<file path="src/rtl/multi_clk_divider_if.sv">
// Bus bundle for multi_clk_divider: per-channel enables/modes, the divisor
// write port and the per-channel divided outputs.
interface multi_clk_divider_if #(
   parameter int CNT_W  = 10,
   parameter int NUM_CH = 2,
   parameter int SEL_W  = 1
);
   logic [NUM_CH-1:0] en;
   logic [NUM_CH-1:0] mode;
   logic              div_wr;
   logic [SEL_W-1:0]  div_ch;
   logic [CNT_W-1:0]  div_val;
   logic [NUM_CH-1:0] divided_clk;
   logic [NUM_CH-1:0] tick;
   logic [NUM_CH-1:0] pending;

   // Controller side: drives enables, modes and divisor writes.
   modport master (
      output en, mode, div_wr, div_ch, div_val,
      input  divided_clk, tick, pending
   );

   // Divider side.
   modport slave (
      input  en, mode, div_wr, div_ch, div_val,
      output divided_clk, tick, pending
   );
endinterface

</file>
<file path="src/rtl/multi_clk_divider.sv">
// Multi-channel programmable clock divider. Each channel counts 0..D and
// fires a terminal event; the output is either a 50% toggle or a one-cycle
// strobe. Divisor writes go to a shadow register and are promoted to the
// active divisor only at a terminal event (or immediately while disabled),
// so a running output never sees a truncated or stretched period mid-phase.
module multi_clk_divider #(
   parameter int CNT_W       = 10,
   parameter int NUM_CH      = 2,
   parameter int DEFAULT_DIV = 1000,
   parameter int SEL_W       = 1
) (
   input  logic               clk_in,
   input  logic               rst,
   multi_clk_divider_if.slave bus
);

   localparam logic [CNT_W-1:0] DEF_DIV = CNT_W'(DEFAULT_DIV);

   logic [CNT_W-1:0]  cnt_q     [NUM_CH];
   logic [CNT_W-1:0]  cnt_d     [NUM_CH];
   logic [CNT_W-1:0]  act_div_q [NUM_CH];
   logic [CNT_W-1:0]  act_div_d [NUM_CH];
   logic [CNT_W-1:0]  sh_div_q  [NUM_CH];
   logic [CNT_W-1:0]  sh_div_d  [NUM_CH];
   logic [NUM_CH-1:0] pending_q;
   logic [NUM_CH-1:0] pending_d;
   logic [NUM_CH-1:0] div_clk_q;
   logic [NUM_CH-1:0] div_clk_d;
   logic [NUM_CH-1:0] tick_q;
   logic [NUM_CH-1:0] tick_d;

   logic [NUM_CH-1:0] term_s;
   logic [NUM_CH-1:0] wr_hit_s;

   // Terminal-event and write-select decode; out-of-range div_ch matches no channel.
   always_comb begin
      term_s   = '0;
      wr_hit_s = '0;
      for (int i = 0; i < NUM_CH; i++) begin
         term_s[i]   = bus.en[i] && (cnt_q[i] == act_div_q[i]);
         wr_hit_s[i] = bus.div_wr && (bus.div_ch == SEL_W'(i));
      end
   end

   // Per-channel next state: counter, shadow promotion, write capture, outputs.
   always_comb begin
      pending_d = pending_q;
      div_clk_d = div_clk_q;
      tick_d    = term_s;
      for (int i = 0; i < NUM_CH; i++) begin
         cnt_d[i]     = cnt_q[i];
         act_div_d[i] = act_div_q[i];
         sh_div_d[i]  = sh_div_q[i];

         if (bus.en[i]) begin
            if (term_s[i]) begin
               cnt_d[i] = '0;
               if (pending_q[i]) begin
                  act_div_d[i] = sh_div_q[i];
                  pending_d[i] = 1'b0;
               end else begin
                  act_div_d[i] = act_div_q[i];
               end
            end else begin
               cnt_d[i] = cnt_q[i] + CNT_W'(1);
            end
            // Pulse mode follows term directly; toggle mode flips on term.
            if (bus.mode[i]) begin
               div_clk_d[i] = term_s[i];
            end else begin
               div_clk_d[i] = div_clk_q[i] ^ term_s[i];
            end
         end else begin
            // Disabled: output holds; a pending divisor restarts the channel at phase 0.
            div_clk_d[i] = div_clk_q[i];
            if (pending_q[i]) begin
               act_div_d[i] = sh_div_q[i];
               cnt_d[i]     = '0;
               pending_d[i] = 1'b0;
            end else begin
               cnt_d[i] = cnt_q[i];
            end
         end

         // A write lands after any promotion above, so on a collision the
         // old shadow becomes active and the new value stays pending.
         if (wr_hit_s[i]) begin
            sh_div_d[i]  = bus.div_val;
            pending_d[i] = 1'b1;
         end else begin
            sh_div_d[i] = sh_div_q[i];
         end
      end
   end

   // State and output registers with synchronous active-low reset.
   always_ff @(posedge clk_in) begin
      if (!rst) begin
         for (int i = 0; i < NUM_CH; i++) begin
            cnt_q[i]     <= '0;
            act_div_q[i] <= DEF_DIV;
            sh_div_q[i]  <= DEF_DIV;
         end
         pending_q <= '0;
         div_clk_q <= '0;
         tick_q    <= '0;
      end else begin
         cnt_q     <= cnt_d;
         act_div_q <= act_div_d;
         sh_div_q  <= sh_div_d;
         pending_q <= pending_d;
         div_clk_q <= div_clk_d;
         tick_q    <= tick_d;
      end
   end

   assign bus.divided_clk = div_clk_q;
   assign bus.tick        = tick_q;
   assign bus.pending     = pending_q;

endmodule
</file>
<file path="src/flat_wrapper.sv">
// flat-port wrapper written by rule: the top's interface ports become plain ports
module multi_clk_divider_flat 
#(
   parameter int CNT_W       = 10,
   parameter int NUM_CH      = 2,
   parameter int DEFAULT_DIV = 1000,
   parameter int SEL_W       = 1
)
  (clk_in, rst, bus_en, bus_mode, bus_div_wr, bus_div_ch, bus_div_val, bus_divided_clk, bus_tick, bus_pending);
  multi_clk_divider_if #(.CNT_W(CNT_W), .NUM_CH(NUM_CH), .SEL_W(SEL_W)) bus_i ();
  input  logic clk_in;
  input  logic rst;
  input wire logic [$bits(bus_i.en)-1:0] bus_en;
  input wire logic [$bits(bus_i.mode)-1:0] bus_mode;
  input wire logic [$bits(bus_i.div_wr)-1:0] bus_div_wr;
  input wire logic [$bits(bus_i.div_ch)-1:0] bus_div_ch;
  input wire logic [$bits(bus_i.div_val)-1:0] bus_div_val;
  output wire logic [$bits(bus_i.divided_clk)-1:0] bus_divided_clk;
  output wire logic [$bits(bus_i.tick)-1:0] bus_tick;
  output wire logic [$bits(bus_i.pending)-1:0] bus_pending;
  assign bus_i.en = bus_en;
  assign bus_i.mode = bus_mode;
  assign bus_i.div_wr = bus_div_wr;
  assign bus_i.div_ch = bus_div_ch;
  assign bus_i.div_val = bus_div_val;
  assign bus_divided_clk = bus_i.divided_clk;
  assign bus_tick = bus_i.tick;
  assign bus_pending = bus_i.pending;
  multi_clk_divider #(.CNT_W(CNT_W), .NUM_CH(NUM_CH), .DEFAULT_DIV(DEFAULT_DIV), .SEL_W(SEL_W)) u_core (.clk_in(clk_in), .rst(rst), .bus(bus_i));
endmodule
</file>
<file path="config.mk">
export PLATFORM = sky130hd
export DESIGN_NAME = multi_clk_divider_flat
export DESIGN_NICKNAME = d
export VERILOG_FILES = /design/src/rtl/multi_clk_divider_if.sv /design/src/rtl/multi_clk_divider.sv /design/src/flat_wrapper.sv
export SDC_FILE = /design/constraint.sdc
export NUM_CORES = 1
export LEC_CHECK = 0
export BUFFER_PORTS_ARGS = -buffer_cell sky130_fd_sc_hd__clkbuf_2
export CORE_UTILIZATION = 59
export DETAILED_ROUTE_END_ITERATION = 10
export GPL_TIMING_DRIVEN = 0
export PLACE_DENSITY = 0.82
export SYNTH_ARGS = -nofsm -noshare
export SYNTH_HDL_FRONTEND = slang
export SYNTH_SLANG_ARGS = --single-unit
</file>
<file path="constraint.sdc">
create_clock -name clk_in -period 2.2 [get_ports clk_in]
set_input_delay 0.33 -clock clk_in [delete_from_list [all_inputs] [get_ports clk_in]]
set_output_delay 0.33 -clock clk_in [all_outputs]
set_load 0.005 [all_outputs]
</file>
==> results of run 1 <==
cells by family after synthesis:
kind of cell	after synthesis	share of synthesized area, %
and+or+nand+nor	154	25.2
DFF	66	44.9
AOI/OAI and AO/OA	43	11.0
xor gates and xnor gates	33	9.82
buffers and inverters	20	3.10
muxes	15	5.10
adders and majority gates	2	0.850
registers in the layout, indices dropped and copies added, names as in the netlist:
| register | cells |
|---|---|
| u_core.bus.divided_clk | 2 |
| u_core.bus.tick | 2 |
| u_core.sh_div_q | 20 |
| u_core.bus.pending | 2 |
| u_core.cnt_q | 20 |
| u_core.act_div_q | 20 |
power by group through the flow:
stage,sequential (uW),combinational [uW],clock (uW)
finish,1250,163,1270
global route,1260,182,1330
CTS,1250,163,1280
detailed placement,1280,160,0
global placement,1280,155,0
floorplan,1270,109,0
area by class of cell:
class	instances	area [um2]
clock buffer	10	138
timing repair buffer	22	110
tap	67	83.8
fill	352	1370
inverter	3	11.3
sequential	66	1320
multi-input combinational	247	1530
clock inverter	6	114
buffer	17	80.1
worst max path at each step:
stage | from | end | slack (ps) | depth (start not counted)
after CTS | u_core.cnt_q[13]$_SDFFE_PN0P_ | u_core.cnt_q[18]$_SDFFE_PN0P_ | 300 | 5
after detailed placement | u_core.cnt_q[13]$_SDFFE_PN0P_ | u_core.cnt_q[13]$_SDFFE_PN0P_ | 320 | 5
final | u_core.cnt_q[13]$_SDFFE_PN0P_ | u_core.cnt_q[18]$_SDFFE_PN0P_ | 280 | 5
after global routing | u_core.cnt_q[13]$_SDFFE_PN0P_ | u_core.cnt_q[18]$_SDFFE_PN0P_ | 140 | 5
after floorplan | u_core.cnt_q[2]$_SDFFE_PN0P_ | u_core.act_div_q[7]$_SDFFE_PN1P_ | 530 | 7
after global placement | u_core.cnt_q[13]$_SDFFE_PN0P_ | u_core.cnt_q[15]$_SDFFE_PN0P_ | 330 | 5
cell usage after synthesis (all sizes together), types with 7 or more instances:
library cell,number
mux2i,15
xor2,26
xnor2,7
o21ai,13
nand3,28
clkbuf,13
nor2b,11
nor2,15
a21boi,15
dfxtp,66
nand2,79
per-stage QoR:
stage / total power [uW] / instances / cell area (um2) / hold slack, ps
2_1_floorplan: 1380 / 333 / 2940 / 436
3_3_place_gp: 1430 / 422 / 3140 / 449
3_5_place_dp: 1440 / 422 / 3140 / 455
4_1_cts: 2690 / 438 / 3390 / 217
5_1_grt: 2770 / 438 / 3390 / 239
6_report: 2690 / 438 / 3390 / 222
worst max-delay path: cells and delay by family, from the launching register on:
kind | cells | cell delay (ps)
AO/OA/AOI/OAI | 1 | 490
flip-flops | 1 | 370
AND/OR/NAND/NOR | 3 | 740
XOR/XNOR | 1 | 190
per-layer routing:
layer / vias up / track usage [%] / part of all wire [%]
met5: - / 0 / 0
met4: 0 / 16.8 / 2.9
met3: 15 / 4.14 / 4.0
met2: 61 / 38.1 / 44
met1: 1105 / 35.8 / 49
li1: 1197 / - / -
==> run metrics, run 1 <==
Final Slew Violations=0; Reg power frac=46.6%; worst r2r src=u_core.cnt_q[13]$_SDFFE_PN0P_; initial antenna violation count=0; power share of the clock group=between 40 and 50%; htree depth=3; final core area utilization=between 70% and 80%; Final Hold Viols=0; TritonCTS clock tree=done; FFs w/ async S/R, synth=0%; post-synth cell types=40; nets=about 390; Syn Inst Count=between 300 and 400; critical path class=reg -> reg; Max Buffers Root-to-Sink=2; first-pass GRT wire length=10200 um; Setup Total Neg Slack=0 ps; R2R setup slack=approximately 280 ps; Fmax=roughly 520 MHz; Mapped Area=around 2900 um2; Worst Path Max Fanout=7; Sw Ratio=22.8%; Max-Cap Viols=0; largest net degree at the start of global routing=13; type of origin of the critical path=flop; final setup fails=0; Req. time, crit path=between 2000 and 2500 ps; CP Capture Type=flop; PwrDens=794 nW/um2; EDFF count, synth=0; most common cell after layout, fill and taps aside=nand2_1; Hold Path End=u_core.sh_div_q[14]$_SDFFE_PN0P_; worst ir drop on vdd=approximately 550 uV; Syn. warnings=0; GRT overflow=0; Antenna diodes=0; Vias=approximately 2400; crit path DAT=2140 ps; CTS Sinks=66; CTS Buf Count=9; RSZ-0062 raised after global routing=no; top cell type by total area after synthesis=dfxtp_1; Root Driver=clkbuf_8; buffers added on ports=22; slowest CP cell=o21ai_1; Clock Pin Slew Worst Setup and Hold Paths=70 ps; pre-CTS setup slack=between 300 and 400 ps; die width=72.6 um; DRT iter0 DRCs=265; Residual DRC=0; hold buffer count at CTS=0; Hold Crit Class=in -> reg; combinational power share=under 10%; share of layout cells above drive strength 1=12.9%; post-synth top area share=between 40% and 50%; Initial Utilization=roughly three fifths; Lkg Pwr=0.00137 uW; Mean Syn Cell Area=8.84 um2; post-layout minimum cycle time=1920 ps; PnR worst setup slack=283 ps; Worst Tran Pin Value=about 590 ps; Final period util=87.1%; Hold Crit Start=bus_div_val[4]; Setup Fix Bufs, Post-CTS=0; RePlAce Congestion=0.833; Seq/Total Area, Yosys=44.9%; # IOs=24; area of the core=around 4800 um2; DRT Pass-1 Iters=4; worst reg-to-reg path cell count=5; internal power=2080 uW; Vias/cell=approximately 5.4; outcome=complete, no violations; WL final=6210 um; PostCTS Resize Cnt=0; Cell Chain, Critical Path=xor2_1 > nor4_2 > nand3_1 > o21ai_1 > nor2_1; Worst Skew=8.87 ps; crit-path max cell delay=490 ps; Area growth syn-to-layout=15.1%; Yosys reg bits=66; # rows=25; Die Area=between 5000 and 6000 um2; ANT nets after route=0; number of global-route vias before repair=2165; Top FF cell, synth=dfxtp_1; gr usage total=a little over a quarter; net switching power figure=614 uW; WL/cell=around 14 um; RR Endpoint=u_core.cnt_q[18]$_SDFFE_PN0P_; Slew HR=60.2%; hpwl dp=roughly 4200 um; commonest non-fill, non-tap cells in the layout=nand2_1, dfxtp_1, nand3_1, xor2_1, clkbuf_2; Synth Net Count=353; Die Y=72.6 um; clock latency on the worst-skew pair=350 ps; Cells on Worst Hold Path=3; Synth area leaders=dfxtp_1, nand2_1, xor2_1
Power figures use the tool's default switching activity.
==> inputs of run 2 (changes only) <==
CORE_ASPECT_RATIO = 0.7   (was not set)
CORE_UTILIZATION = 40   (was 59)
PLACE_DENSITY = 0.6   (was 0.82)
==> run 2 against run 1 <==
Flip-flop and latch count is the same. Hold slack gained 2.1 ps. Clock power shrank 17%. Utilization shrank 23 points. Die area grew 46%. Sequential share of layout area grew 0.16 points. Clock-buffer cell count grew 3. Wire length grew 4.2%. Critical path depth is the same. Power shrank 8.1%. Final cell count grew 5.9%.
==> run metrics, run 2 (same netlist as run 1, synthesis figures left out) <==
outcome=complete, no violations; Slew HR=62.6%; most common cell after layout, fill and taps aside=nand2_1; Sw Ratio=23.1%; Req. time, crit path=2420 ps; Setup Total Neg Slack=0 ps; PnR Total Power=2470 uW; Worst Path Max Fanout=7; die width=105 um; gr usage total=between 10% and 20%; Final period util=87.3%; worst ir drop on vdd=338 uV; type of origin of the critical path=flop; Final Slew Violations=0; Setup Fix Bufs, Post-CTS=0; met2 capacity usage during global routing=26.3%; DRT iter0 DRCs=74; Finished Cell Area=approximately 3400 um2; power share of the clock group=42.7%; largest net degree at the start of global routing=11; WL final=around 6500 um; Root Driver=clkbuf_8; Area growth syn-to-layout=14.7%; Vias=2307; Clock Pin Slew Worst Setup and Hold Paths=70 ps; Fmax=520 MHz; hold buffer count at CTS=0; Reg power frac=50.7%; met3 GRT Util=6.03%; pre-CTS setup slack=315 ps; Max Buffers Root-to-Sink=2; hold slack=224 ps; DRT Pass-1 Iters=4; Hold Crit Class=in -> reg; Lkg Pwr=~0.0014 uW; met1 usage=25.8%; post-layout minimum cycle time=around 1900 ps; Most Crowded Layer GR=met2; Initial Utilization=42.4%; Antenna diodes=0; # rows=25; initial antenna violation count=0; Worst Skew=8.96 ps; final setup fails=0; Residual DRC=0; Worst Tran Pin Value=around 560 ps; crit path DAT=2140 ps; buffers added on ports=22; internal power=between 1500 and 2000 uW; GRT overflow=0; PostCTS Resize Cnt=0; number of global-route vias before repair=about 2100; clock latency on the worst-skew pair=350 ps; Vias/cell=4.97; RSZ-0062 raised after global routing=no; Die Area=7710 um2; TritonCTS clock tree=done; CTS Buf Count=9; hpwl dp=4750 um; first-pass GRT wire length=10700 um; net switching power figure=571 uW; htree depth=3; Die Y=73.8 um; Max-Cap Viols=0; PnR worst setup slack=279 ps; Top Registers=u_core.act_div_q: 20 flops, u_core.cnt_q: 20 flops, u_core.sh_div_q: 20 flops; commonest non-fill, non-tap cells in the layout=nand2_1, dfxtp_1, nand3_1, xor2_1, clkbuf_2; nets=roughly 390; CP Capture Type=flop; WL/cell=13.9 um; ANT nets after route=0; area of the core=6940 um2; CTS Sinks=66; share of layout cells above drive strength 1=between 10% and 20%; Cell Area, Placed=3170 um2; Final Hold Viols=0; # IOs=24; PwrDens=732 nW/um2; critical path class=reg -> reg; RePlAce Congestion=0.770; combinational power share=6.6%
[run 2: cell types whose count changed in the layout (fill, tap and decap cells not counted), sizes merged]
cell	before	now
clkinvlp	2	0
bufinv	3	1
clkbuf	45	48
[run 2: power by group through the flow]
| stage | Clock (uW) | Combinational, uW | Sequential, uW |
|---|---|---|---|
| global placement | 0 | 161 | 1280 |
| finish | 1060 | 162 | 1250 |
| global route | 1130 | 185 | 1260 |
| detailed placement | 0 | 163 | 1280 |
| CTS | 1090 | 164 | 1250 |
| floorplan | 0 | 109 | 1270 |
[run 2: path summary, 6_finish.rpt]
| check | slack (ps) | start | end | cells after the start |
|---|---|---|---|---|
| hold / removal | 220 | bus_div_val[8] | u_core.sh_div_q[18]$_SDFFE_PN1P_ | 3 |
| hold reg to reg | 460 | u_core.sh_div_q[4]$_SDFFE_PN0P_ | u_core.act_div_q[4]$_SDFFE_PN0P_ | 2 |
| setup / recovery | 280 | u_core.cnt_q[12]$_SDFFE_PN0P_ | u_core.cnt_q[18]$_SDFFE_PN0P_ | 5 |
| setup reg to reg | 280 | u_core.cnt_q[12]$_SDFFE_PN0P_ | u_core.cnt_q[18]$_SDFFE_PN0P_ | 5 |
[run 2: layer usage]
metal	vias to the layer above	part of all wire, %
li1	1193	-
met1	1068	55
met2	40	40
met3	6	3.9
met4	0	0.97
met5	-	0
[run 2: final cells by class]
class                      count  area (um2)
multi-input combinational    247        1530
timing repair buffer          22         110
buffer                        17        80.1
sequential                    66        1320
fill                         705        3570
tap                           94         118
inverter                       3        11.3
clock buffer                  13         169
clock inverter                 2        35.0
[run 2: critical path, stage by stage (launching register included)]
cell	delay [ps]
dfxtp_1	450
xor2_1	120
nor4_2	360
nand3_1	270
o21ai_1	490
nor2_1	100
[run 2: stage by stage]
step | cells | util (%)
after floorplan | 333 | -
after global placement | 449 | 45.7
after detailed placement | 449 | 45.7
after CTS | 464 | 48.6
after global routing | 464 | 48.6
final | 464 | 48.6
==> inputs of run 3 (changes only) <==
CORE_ASPECT_RATIO = not set   (was 0.7)
==> run 3 against run 2 <==
Wire length decreased by 3.8%. Die area hardly changed. Cell area decreased by 0.48%. Fmax rose by 1.7%. Sequential power barely moved. Sequential share of layout area increased by 0.19 points. Clock-buffer cell count fell by 1. Clock skew down 2.2 ps. Power decreased by 3.1%. Flip-flop and latch count unchanged. Non-clock buffer count unchanged. Setup slack gained 33 ps. Largest cell class unchanged.
==> run metrics, run 3 (same netlist as run 1, synthesis figures left out) <==
# IOs=24; WL/cell=between 10 and 15 um; CP delay by family, top=simple AND/OR/NAND/NOR gates; Residual DRC=0; worst reg-to-reg path cell count=5; Worst Path Max Fanout=7; WP depth=5; Cell Chain, Critical Path=xor2_1 > nor4_2 > nand3_1 > o21ai_1 > nor2_1; DRT Pass-1 Iters=4; critical path class=reg -> reg; Setup Total Neg Slack=0 ps; RR Endpoint=u_core.cnt_q[15]$_SDFFE_PN0P_; worst ir drop on vdd=between 300 and 400 uV; die width=87.8 um; gr usage total=between 10% and 20%; R2R setup slack=310 ps; CTS Buf Count=9; outcome=complete, no violations; crit-path max cell delay=490 ps; internal power=approximately 1800 uW; Root Driver=clkbuf_8; Final period util=85.9%; htree depth=3; Req. time, crit path=2400 ps; number of global-route vias before repair=between 2000 and 2500; commonest non-fill, non-tap cells in the layout=nand2_1, dfxtp_1, nand3_1, xor2_1, clkbuf_2; Slew HR=60.7%; Die Area=7710 um2; Final Hold Viols=0; Finished Cell Area=3360 um2; hpwl dp=4600 um; Top Registers=u_core.act_div_q: 20 flops, u_core.cnt_q: 20 flops, u_core.sh_div_q: 20 flops; DP Cell Count=451; power share of the clock group=between 40 and 50%; GRT overflow=0; PwrDens=713 nW/um2; hold slack=237 ps; Worst Path Buf+Inv=0; largest net degree at the start of global routing=11; Max Buffers Root-to-Sink=2; hold buffer count at CTS=0; DRT iter0 DRCs=~90; share of layout cells above drive strength 1=12.2%; PostCTS Resize Cnt=0; Lkg Pwr=between 0.001 and 0.0015 uW; Reg power frac=52.4%; CTS Sinks=66; Setup Fix Bufs, Post-CTS=0; Antenna diodes=0; Hold Crit Class=in -> reg; WL final=around 6200 um; RSZ-0062 raised after global routing=no; final setup fails=0; buffers added on ports=22; Cell Area, Placed=3170 um2; Max-Cap Viols=0; clock latency on the worst-skew pair=~340 ps; RePlAce Congestion=0.755; combinational power share=6.7%; Cells on Worst Hold Path=3; ANT nets after route=0; Fmax=529 MHz; TritonCTS clock tree=done; Finished Layout Cells=466; CP Capture Point=u_core.cnt_q[15]$_SDFFE_PN0P_; Worst Skew=6.75 ps; Area growth syn-to-layout=14.1%; initial antenna violation count=0; Vias/cell=~5.0; # rows=30; slowest CP cell=o21ai_1; CP Capture Type=flop; type of origin of the critical path=flop; first-pass GRT wire length=approximately 10000 um; area of the core=6940 um2; Initial Utilization=42.4%; Vias=approximately 2300; Die Y=87.8 um; net switching power figure=558 uW; post-layout minimum cycle time=1890 ps; nets=386; Sw Ratio=23.3%; Clock Pin Slew Worst Setup and Hold Paths=70 ps; worst r2r src=u_core.cnt_q[13]$_SDFFE_PN0P_; crit path DAT=2090 ps; Critical path origin=u_core.cnt_q[13]$_SDFFE_PN0P_; Worst Tran Pin Value=587 ps; most common cell after layout, fill and taps aside=nand2_1; Final Slew Violations=0
==> run 3: cell types whose count changed in the layout (fill, tap and decap cells not counted), sizes merged <==
cell / previous run / this run
clkbuf: 48 / 47
clkinv: 1 / 2
==> run 3: area by class of cell <==
type                       count  area, um2
clock buffer                  12        145
fill                         685       3580
tap                           96        120
clock inverter                 3       40.0
buffer                        17       80.1
sequential                    66       1320
multi-input combinational    247       1530
inverter                       3       11.3
timing repair buffer          22        110
==> run 3: metal layers <==
layer	up-vias	GRT usage [%]	wire length, um
li1	1195	-	-
met2	57	26.1	2620
met5	-	0	0
met3	9	3.39	264
met1	1060	25.5	3220
met4	0	9.39	123
==> run 3: worst min-delay path by stage <==
stage / start / to / slack [ps]
after floorplan: u_core.sh_div_q[0]$_SDFFE_PN0P_ / u_core.act_div_q[0]$_SDFFE_PN0P_ / 440
after CTS: bus_div_val[8] / u_core.sh_div_q[18]$_SDFFE_PN1P_ / 230
after global placement: u_core.sh_div_q[4]$_SDFFE_PN0P_ / u_core.act_div_q[4]$_SDFFE_PN0P_ / 450
after global routing: bus_div_val[7] / u_core.sh_div_q[7]$_SDFFE_PN1P_ / 240
after detailed placement: u_core.sh_div_q[4]$_SDFFE_PN0P_ / u_core.act_div_q[4]$_SDFFE_PN0P_ / 450
final: bus_div_val[8] / u_core.sh_div_q[18]$_SDFFE_PN1P_ / 240
==> run 3: per-stage QoR <==
step | util, % | setup WS, ps | total power (uW)
3_3_place_gp | 45.7 | 296 | 1440
2_1_floorplan | - | 532 | 1380
5_1_grt | 48.4 | 147 | 2490
4_1_cts | 48.4 | 308 | 2420
6_report | 48.4 | 311 | 2390
3_5_place_dp | 45.7 | 325 | 1440
==> run 3: power groups by stage <==
stage                     sequential (uW)  clock (uW)  combinational [uW]
after floorplan                      1270           0                 109
after global placement               1280           0                 160
after detailed placement             1280           0                 162
after CTS                            1250        1000                 162
after global routing                 1260        1050                 182
final                                1250         979                 161
==> run 3: worst min-delay path, cell delays in order <==
cell      delay [ps]
clkbuf_2         100
nand2_1           50
nand3_1           60
